`config.mk`:
```
export PLATFORM = sky130hd
export DESIGN_NAME = wptr_full_ctrl
export DESIGN_NICKNAME = d
export VERILOG_FILES = /design/src/rtl/fifo_defs.sv /design/src/rtl/bin2gray.sv /design/src/rtl/wptr_full_ctrl.sv
export SDC_FILE = /design/constraint.sdc
export NUM_CORES = 1
export LEC_CHECK = 0
export ABC_AREA = 0
export CORE_MARGIN = 1
export CORE_UTILIZATION = 46
export DETAILED_ROUTE_END_ITERATION = 8
export GPL_TIMING_DRIVEN = 0
export PLACE_DENSITY = 0.77
export SYNTH_ARGS = -nofsm -noshare
export SYNTH_HDL_FRONTEND = slang
export SYNTH_SLANG_ARGS = --single-unit
export TNS_END_PERCENT = 50
```
`constraint.sdc`:
```
create_clock -name wclk -period 3.2 [get_ports wclk]
set_input_delay 0.64 -clock wclk [delete_from_list [all_inputs] [get_ports wclk]]
set_output_delay 0.64 -clock wclk [all_outputs]
set_load 0.005 [all_outputs]
```
`src/rtl/fifo_defs.sv`:
```
// Shared definitions for the async FIFO pointer blocks.
// Holds the default address width and the Gray-to-binary conversion.
// Contents: FIFO_ADDR_WIDTH default, gray2bin() helper.
package fifo_defs;

  // Default FIFO address width; depth = 2**FIFO_ADDR_WIDTH.
  localparam int FIFO_ADDR_WIDTH = 4;

  // Gray to binary: bit i of the result is the XOR of Gray bits MSB..i.
  // A log-step prefix XOR from the top covers any width up to 32 bits.
  // Callers zero-extend their Gray value in and size-cast the result back.
  function automatic logic [31:0] gray2bin(input logic [31:0] gray);
    logic [31:0] bin;
    bin = gray;
    for (int shift = 1; shift < 32; shift = shift * 2) begin
      bin = bin ^ (bin >> shift);
    end
    return bin;
  endfunction

endpackage

```
`src/rtl/bin2gray.sv`:
```
// Binary to reflected-Gray encoder, purely combinational.
// Latency: zero cycles. Backpressure: none, a plain function of its input.
// Ports: bin (binary in), gray (Gray-coded out), both WIDTH bits.
module bin2gray #(
  parameter int WIDTH = 4
) (
  input  logic [WIDTH-1:0] bin,
  output logic [WIDTH-1:0] gray
);

  assign gray = (bin >> 1) ^ bin;

endmodule

```
`src/rtl/wptr_full_ctrl.sv`:
```
// Write-side pointer and full/almost-full/level/overflow logic of an async FIFO.
// Latency: wen is combinational; wptr, wfull, wafull, wlevel, wovf are registered
//   and reflect a write on the same edge that accepts it.
// Backpressure: wfull holds wen low; a winc while full is dropped and flagged in wovf.
// Ports:
//   wclk, wrst_n     write clock, async active-low reset
//   winc             write request from the client
//   wq2_rptr         Gray read pointer, already synchronized into wclk
//   wen, waddr       memory write strobe and address
//   wptr             Gray write pointer for the read-domain synchronizer
//   wfull, wafull    full and almost-full flags
//   wlevel           fill level seen from the write side (pessimistic)
//   wovf             sticky overflow flag, cleared only by reset
module wptr_full_ctrl
  import fifo_defs::*;
#(
  parameter int ADDR_WIDTH  = FIFO_ADDR_WIDTH,
  // Fill level at or above which wafull asserts; legal 1..2**ADDR_WIDTH.
  parameter int AFULL_LEVEL = (1 << ADDR_WIDTH) - 2
) (
  input  logic                  wclk,
  input  logic                  wrst_n,
  input  logic                  winc,
  input  logic [ADDR_WIDTH:0]   wq2_rptr,
  output logic                  wen,
  output logic [ADDR_WIDTH-1:0] waddr,
  output logic [ADDR_WIDTH:0]   wptr,
  output logic                  wfull,
  output logic                  wafull,
  output logic [ADDR_WIDTH:0]   wlevel,
  output logic                  wovf
);

  // Pointers carry one extra wrap bit so full and empty are distinguishable.
  localparam int PTR_W = ADDR_WIDTH + 1;
  localparam logic [ADDR_WIDTH:0] AFULL_THR = PTR_W'(AFULL_LEVEL);

  logic [ADDR_WIDTH:0] wbin;
  logic [ADDR_WIDTH:0] wbin_next;
  logic [ADDR_WIDTH:0] wgray_next;
  logic [ADDR_WIDTH:0] rbin;
  logic [ADDR_WIDTH:0] rptr_full_pat;
  logic [ADDR_WIDTH:0] wlevel_next;
  logic                wfull_next;
  logic                wafull_next;
  logic                wovf_next;

  // Writes are accepted only while the registered full flag is clear.
  assign wen   = winc & ~wfull;
  assign waddr = wbin[ADDR_WIDTH-1:0];

  // Natural wrap modulo 2**PTR_W keeps the Gray sequence single-bit across 0.
  assign wbin_next = wbin + {{ADDR_WIDTH{1'b0}}, wen};

  bin2gray #(
    .WIDTH(PTR_W)
  ) u_bin2gray (
    .bin  (wbin_next),
    .gray (wgray_next)
  );

  // In Gray code, "exactly one lap ahead" means the top two bits are inverted
  // and the rest match. Comparing against the next pointer lets wfull assert
  // on the very edge that fills the last entry.
  assign rptr_full_pat = {~wq2_rptr[ADDR_WIDTH:ADDR_WIDTH-1],
                          wq2_rptr[ADDR_WIDTH-2:0]};
  assign wfull_next    = (wgray_next == rptr_full_pat);

  // The synchronized read pointer lags the real one, so the level computed
  // here can only over-estimate occupancy; it never under-reports.
  assign rbin        = PTR_W'(gray2bin(32'(wq2_rptr)));
  assign wlevel_next = wbin_next - rbin;

  // AFULL_LEVEL never exceeds the depth, so a full FIFO already satisfies the
  // threshold; OR-ing wfull_next in keeps that invariant explicit.
  assign wafull_next = (wlevel_next >= AFULL_THR) | wfull_next;

  // A request that arrives while full is lost; remember it until reset.
  assign wovf_next = wovf | (winc & wfull);

  always_ff @(posedge wclk or negedge wrst_n) begin
    if (!wrst_n) begin
      wbin   <= '0;
      wptr   <= '0;
      wfull  <= 1'b0;
      wafull <= 1'b0;
      wlevel <= '0;
      wovf   <= 1'b0;
    end else begin
      wbin   <= wbin_next;
      wptr   <= wgray_next;
      wfull  <= wfull_next;
      wafull <= wafull_next;
      wlevel <= wlevel_next;
      wovf   <= wovf_next;
    end
  end

endmodule

```
==> impl_metrics.env, run 1 <==
export IMPL_clock_latency_ns=0.29
export IMPL_end_kind="flip-flop"
export IMPL_synth_top_cell_by_area="dfrtp_1"
export IMPL_fin_crit_ns=3.113
export IMPL_synth_edff_count=0
export IMPL_drc=0
export IMPL_cts_htree_levels=1
export IMPL_yosysMostFrequentCell="dfrtp_1"
export IMPL_crit_required_ns=3.43
export IMPL_hold_buffers=0
export IMPL_hold_class="reg2reg"
export IMPL_synth_seq_cells=17
export IMPL_grt_usage=0.1958
export IMPL_clockBufferDepth=2
export IMPL_netlist_area_um2=917.1
export IMPL_clk_pin_slew_ns=0.09
export IMPL_syn_nets=88
export IMPL_placed_area_um2=1199
export IMPL_synth_area_top_cells="dfrtp_1 46%, xnor2_1 9.5%, xor2_1 9.5%"
export IMPL_postRouteAntennaNets=0
export IMPL_reg2regPathDepth=10
export IMPL_core_um2=1802
export IMPL_skew_ns=0.001522
export IMPL_fin_cells=130
export IMPL_fp_row_count=15
export IMPL_finalNetCount=120
export IMPL_final_hold_viol_count=0
export IMPL_startpoint_type="input pin"
export IMPL_worst_hold_slack_ns=0.4655
export IMPL_viasPerCell=4.985
export IMPL_grt_pass1_vias=627
export IMPL_clkSinkCount=17
export IMPL_status="completed"
export IMPL_max_stage_delay_ns=0.55
export IMPL_netlist_instances=74
export IMPL_numCtsBuffers=3
export IMPL_grt_overflow=0
export IMPL_path_cells="clkdlybuf4s50_1 -> nor2b_1 -> buf_2 -> nand2_1 -> inv_1 -> ha_2 -> nand3_2 -> xor2_2 -> or4_4 -> a2111oi_4 -> a311o_1"
export IMPL_grt_pass1_wl_um=2801
export IMPL_vdd_ir_drop_max_uv=658.2
export IMPL_n_antenna_cell=0
export IMPL_utilization=0.7236
export IMPL_start_util=0.5090
export IMPL_dpl_cell_count=124
export IMPL_cts_tree="yes"
export IMPL_place_gp_congestion=0.7717
export IMPL_holdPathStages=1
export IMPL_seq_area_frac_synth=0.4638
export IMPL_worst_pin_slew_ns=0.7476
export IMPL_syn_to_final_growth_pct=42.16
export IMPL_p_per_area_nw_per_um2=1137
export IMPL_die_y_um=46.65
export IMPL_root_buffer="clkbuf_4"
export IMPL_wl_per_cell_um=13.94
export IMPL_crit_type="in2reg"
export IMPL_firstDrtPassIters=4
export IMPL_fmax_mhz=321.3
export IMPL_yosys_warnings=0
export IMPL_syn_avg_cell_area_um2=12.39
export IMPL_synth_top_cell_area_share=0.4638
export IMPL_drtIter0Drc=18
export IMPL_max_slew_margin_rel=0.5001
export IMPL_grt_antenna_before_repair=0
export IMPL_grt_max_degree=18
export IMPL_final_setup_tns_ns=0
export IMPL_synth_main_ff_cell="dfrtp_1"
export IMPL_drt_wl_total_um=1812
export IMPL_hpwl_um=1327
export IMPL_synth_common_cells="17 x dfrtp_1, 10 x xnor2_1, 10 x xor2_1, 9 x inv_1, 5 x ha_1"
export IMPL_path_max_fanout=7
export IMPL_setup_violations=0
export IMPL_fp_dieArea_um2=2176
export IMPL_ys_async_sr_fraction=1.000
export IMPL_io_buffer_count=25
export IMPL_dr_total_vias=648
export IMPL_drv_cap=0
export IMPL_ioPinCount=26
export IMPL_slew_violations=0
export IMPL_p_leak_nw=0.6013
export IMPL_drive_gt1_frac=0.1810
export IMPL_synth_cell_types=22
export IMPL_worstPathArrival_ns=3.35
export IMPL_fin_area_um2=1304
export IMPL_die_w_um=46.65
export IMPL_cp_slowest_cell="or4_4"
export IMPL_final_period_utilization=0.9727
-- through the flow --
step                      worst slack (ns)  total power [mW]
after global placement             -0.3079             1.266
after global routing             -0.001255             1.609
after CTS                          0.02654             1.433
final                              0.08723             1.482
after detailed placement           -0.3732             1.298
after floorplan                     0.4192            0.9548
-- logic make-up (layout without fill, tap and decap cells) --
group,count (synthesis),after routing,share of synthesized area
compound gates,9,9,0.07639
xor+xnor,23,23,0.2592
fa+ha+maj,6,6,0.09004
buf+inv,11,42,0.05456
flops,17,17,0.4638
simple gates,8,8,0.05594
-- final cells by class --
| type | count | area (um2) |
|---|---|---|
| flip-flops and latches | 17 | 425.4 |
| inverters | 9 | 33.78 |
| well taps | 25 | 31.28 |
| clock buffers | 4 | 26.28 |
| plain buffers | 2 | 16.27 |
| repair buffers | 27 | 267.8 |
| fillers | 137 | 498.0 |
| multi-input cells | 46 | 503.0 |
-- report_power, final --
group          leakage (nW)  switching [mW]  total (mW)  internal [mW]
Clock                0.0150          0.0674       0.116         0.0486
Sequential            0.201          0.0717       0.408          0.336
Combinational         0.386           0.432       0.958          0.526
Total                 0.601           0.571        1.48          0.911
-- worst paths after layout --
check,from,to,slack [ns]
max reg2reg,wfull,wafull,0.53
min in group asynchronous,wrst_n,wlevel[4],0.78
max,winc,wafull,0.09
max in group asynchronous,wrst_n,wbin[4],1.96
min reg2reg,wovf,wovf,0.47
min,wovf,wovf,0.47
-- metal layers --
metal / wire length [um] / vias up / part of all wire / GRT usage
met5: 0 / - / 0 / 0
met2: 913 / 23 / 0.50 / 0.3222
met3: 72 / 4 / 0.040 / 0.02353
met1: 776 / 323 / 0.43 / 0.2419
li1: - / 298 / - / -
met4: 49 / 0 / 0.027 / 0.1200
-- flip-flops by register name, summed over array words and instances, names as in the netlist --
name	flops
wbin	5
wafull	1
wptr	4
wfull	1
wovf	1
wlevel	5
-- worst max-delay path: cells and delay by family --
family / cells / cell delay [ns]
buffers and inverters: 3 / 0.76
and+or+nand+nor: 4 / 0.92
xor gates and xnor gates: 1 / 0.21
adders and majority gates: 1 / 0.24
AOI/OAI and AO/OA: 2 / 0.59
-- cells in the final DEF (no fill, tap or decap), types with 2 or more instances in the layout --
master           instances
xor2_2                   3
xor2_1                   7
dfrtp_1                 17
a21o_1                   3
ha_1                     3
buf_4                    2
ha_2                     2
a21oi_1                  3
clkbuf_4                 3
clkdlybuf4s50_1         24
xnor2_1                  9
inv_1                    9
nand2_1                  2
and3_1                   2
-- what timing repair did --
| action | CTS | global route |
|---|---|---|
| gates resized for setup | 2 | 8 |
| pin swaps | 1 | 3 |
| endpoints found under the setup margin | 1 | 1 |
| buffers inserted | 1 | 1 |
| cloned | 0 | 0 |
Power figures use the tool's default switching activity.
==> inputs of run 2 (changes only) <==
PLACE_DENSITY = 0.78   (was 0.77)
SYNTH_HIERARCHICAL = 1   (was default)
==> run 2 against run 1 <==
Compared with the run above: register-to-register slack hardly changed; synthesized cell count is 4.1% higher; highest routed layer unchanged; first-iteration DRC count is 100% lower; sequential cell count is 1 higher.
==> impl_metrics.env, run 2 <==
export IMPL_grt_pass1_vias=634
export IMPL_drtIter0Drc=0
export IMPL_r2r_setup_slack_ns=0.53
export IMPL_grt_overflow=0
export IMPL_final_period_utilization=0.9711
export IMPL_synth_common_cells="18 x dfrtp_1, 10 x xnor2_1, 10 x xor2_1, 6 x inv_1"
export IMPL_wl_per_cell_um=12.09
export IMPL_root_buffer="clkbuf_4"
export IMPL_status="completed"
export IMPL_reg_top3="wbin (5), wlevel (5), wptr (5)"
export IMPL_synth_top_cell_area_share=0.4925
export IMPL_clk_pin_slew_ns=0.09
export IMPL_p_leak_nw=0.5942
export IMPL_cts_htree_levels=1
export IMPL_syn_avg_cell_area_um2=11.88
export IMPL_fp_dieArea_um2=2171
export IMPL_die_w_um=46.59
export IMPL_firstDrtPassIters=1
export IMPL_netlist_instances=77
export IMPL_clock_latency_ns=0.28
export IMPL_ys_async_sr_fraction=1.000
export IMPL_p_per_area_nw_per_um2=1226
export IMPL_viasPerCell=4.701
export IMPL_die_y_um=46.59
export IMPL_place_gp_congestion=0.7874
export IMPL_drive_gt1_frac=0.2143
export IMPL_utilization=0.7167
export IMPL_path_max_fanout=5
export IMPL_core_um2=1802
export IMPL_grt_pass1_wl_um=2704
export IMPL_grt_antenna_before_repair=0
export IMPL_layout_commonest_cell="clkdlybuf4s50_1"
export IMPL_placed_area_um2=1196
export IMPL_end_kind="flip-flop"
export IMPL_drt_wl_total_um=1657
export IMPL_skew_ns=0.002253
export IMPL_grt_max_degree=19
export IMPL_drc=0
export IMPL_cp_top_family="simple AND/OR/NAND/NOR gates"
export IMPL_start_util=0.5076
export IMPL_grt_usage=0.1829
export IMPL_whs_endpoint="wovf"
export IMPL_cp_slowest_cell="or4b_1"
export IMPL_synth_top_cell_by_area="dfrtp_1"
export IMPL_setup_violations=0
export IMPL_fin_cells=137
export IMPL_clockBufferDepth=2
export IMPL_vdd_ir_drop_max_uv=684.0
export IMPL_yosysMostFrequentCell="dfrtp_1"
export IMPL_syn_to_final_growth_pct=41.18
export IMPL_ioPinCount=26
export IMPL_fin_area_um2=1291
export IMPL_reg2regPathDepth=9
export IMPL_fp_row_count=15
export IMPL_postRouteAntennaNets=0
export IMPL_hpwl_um=1258
export IMPL_r2r_end="wafull"
export IMPL_slew_violations=0
export IMPL_finalNetCount=128
export IMPL_max_stage_delay_ns=0.52
export IMPL_synth_main_ff_cell="dfrtp_1"
export IMPL_total_power_mw=1.583
export IMPL_synth_area_top_cells="dfrtp_1 49%, xnor2_1 9.6%, xor2_1 9.6%"
export IMPL_clkSinkCount=18
export IMPL_synth_cell_types=22
export IMPL_worst_hold_slack_ns=0.4608
export IMPL_n_antenna_cell=0
export IMPL_io_buffer_count=25
export IMPL_synth_edff_count=0
export IMPL_hold_path_startpoint="wovf"
export IMPL_final_hold_viol_count=0
export IMPL_holdPathStages=1
export IMPL_crit_required_ns=3.36
export IMPL_worstPathArrival_ns=3.27
export IMPL_path_cells="clkdlybuf4s50_1 -> nor2b_2 -> and2_1 -> ha_2 -> xor2_2 -> ha_1 -> a21o_1 -> a21oi_2 -> xnor2_1 -> or4b_1"
export IMPL_synth_seq_cells=18
export IMPL_cts_tree="yes"
export IMPL_hold_class="reg2reg"
export IMPL_dpl_cell_count=127
export IMPL_most_common_layout_cells="23 x clkdlybuf4s50_1, 18 x dfrtp_1, 12 x buf_4, 9 x xor2_1, 9 x xnor2_1"
export IMPL_startpoint_type="input pin"
export IMPL_worst_pin_slew_ns=0.7881
export IMPL_numCtsBuffers=3
export IMPL_fmax_mhz=321.8
export IMPL_max_slew_margin_rel=0.4730
export IMPL_syn_nets=91
export IMPL_worstReg2RegStart="wfull"
export IMPL_dr_total_vias=644
export IMPL_yosys_warnings=6
export IMPL_netlist_area_um2=914.6
export IMPL_critical_path_buf_inv_count=1
export IMPL_crit_type="in2reg"
export IMPL_cp_startpoint="winc"
export IMPL_seq_area_frac_synth=0.4925
export IMPL_drv_cap=0
export IMPL_fin_crit_ns=3.108
==> run 2: cell types whose count changed after synthesis, sizes merged, moves of 2 or more <==
cell,previous run,this run
nor3,0,3
nand3,1,3
xnor3,2,0
nor2,1,3
and3,2,0
inv,9,6
buf,2,5
==> run 2: worst register-to-register path: stages (launching register included) <==
cell and delay (ns):
dfrtp_1 0.41, nor2b_2 0.16, and2_1 0.18, ha_2 0.23, xor2_2 0.29, ha_1 0.35, a21o_1 0.19, a21oi_2 0.14
xnor2_1 0.09, or4b_1 0.52
==> run 2: what timing repair did <==
action / CTS / global route
hold buffers: 0 / 0
resized for setup: 5 / 2
setup endpoints to repair: 1 / 1
pin swaps: 3 / 1
buffers inserted: 4 / 3
endpoints found under the hold margin: 0 / 0
==> run 2: cell families (layout without fill, tap and decap cells) <==
family | count (synthesis) | in the layout | synth area share
adder cells (fa/ha/maj) | 6 | 6 | 0.09029
buffers and inverters | 11 | 46 | 0.06567
AO/OA/AOI/OAI | 6 | 6 | 0.04924
flip-flops | 18 | 18 | 0.4925
XOR/XNOR | 21 | 21 | 0.2093
AND/OR/NAND/NOR | 15 | 15 | 0.09302
==> run 2: area by class of cell <==
class | count | area, um2
Buffer | 5 | 37.54
Timing Repair Buffer | 32 | 300.3
Tap cell | 25 | 31.28
Clock buffer | 3 | 22.52
Fill cell | 143 | 510.5
Inverter | 6 | 22.52
Sequential cell | 18 | 450.4
Multi-Input combinational cell | 48 | 426.7
==> run 2: how the worst max path moves through the flow <==
stage,to,depth (start not counted)
after floorplan,wafull,11
after global placement,wafull,12
after detailed placement,wafull,12
after CTS,wafull,10
after global routing,wafull,10
final,wafull,10
==> run 2: report_power, final <==
group | leakage, nW | internal [mW] | switching (mW) | total, mW
sequential | 0.213 | 0.359 | 0.0593 | 0.418
clock | 0.0138 | 0.0437 | 0.0602 | 0.104
combinational | 0.368 | 0.597 | 0.464 | 1.06
==> run 2: metrics by stage <==
stage	setup TNS (ns)	worst slack [ns]
final	0	0.09242
after global routing	-0.04620	-0.04620
after CTS	0	0.02220
after detailed placement	-0.5998	-0.5658
after global placement	-0.6014	-0.5642
after floorplan	0	0.1616
==> run 2: routing by layer <==
| layer | GRT usage | up-vias | wire length (um) |
|---|---|---|---|
| met4 | 0.08824 | 0 | 34 |
| li1 | - | 314 | - |
| met1 | 0.2130 | 310 | 679 |
| met5 | 0 | - | 0 |
| met2 | 0.3139 | 16 | 891 |
| met3 | 0.03922 | 4 | 51 |
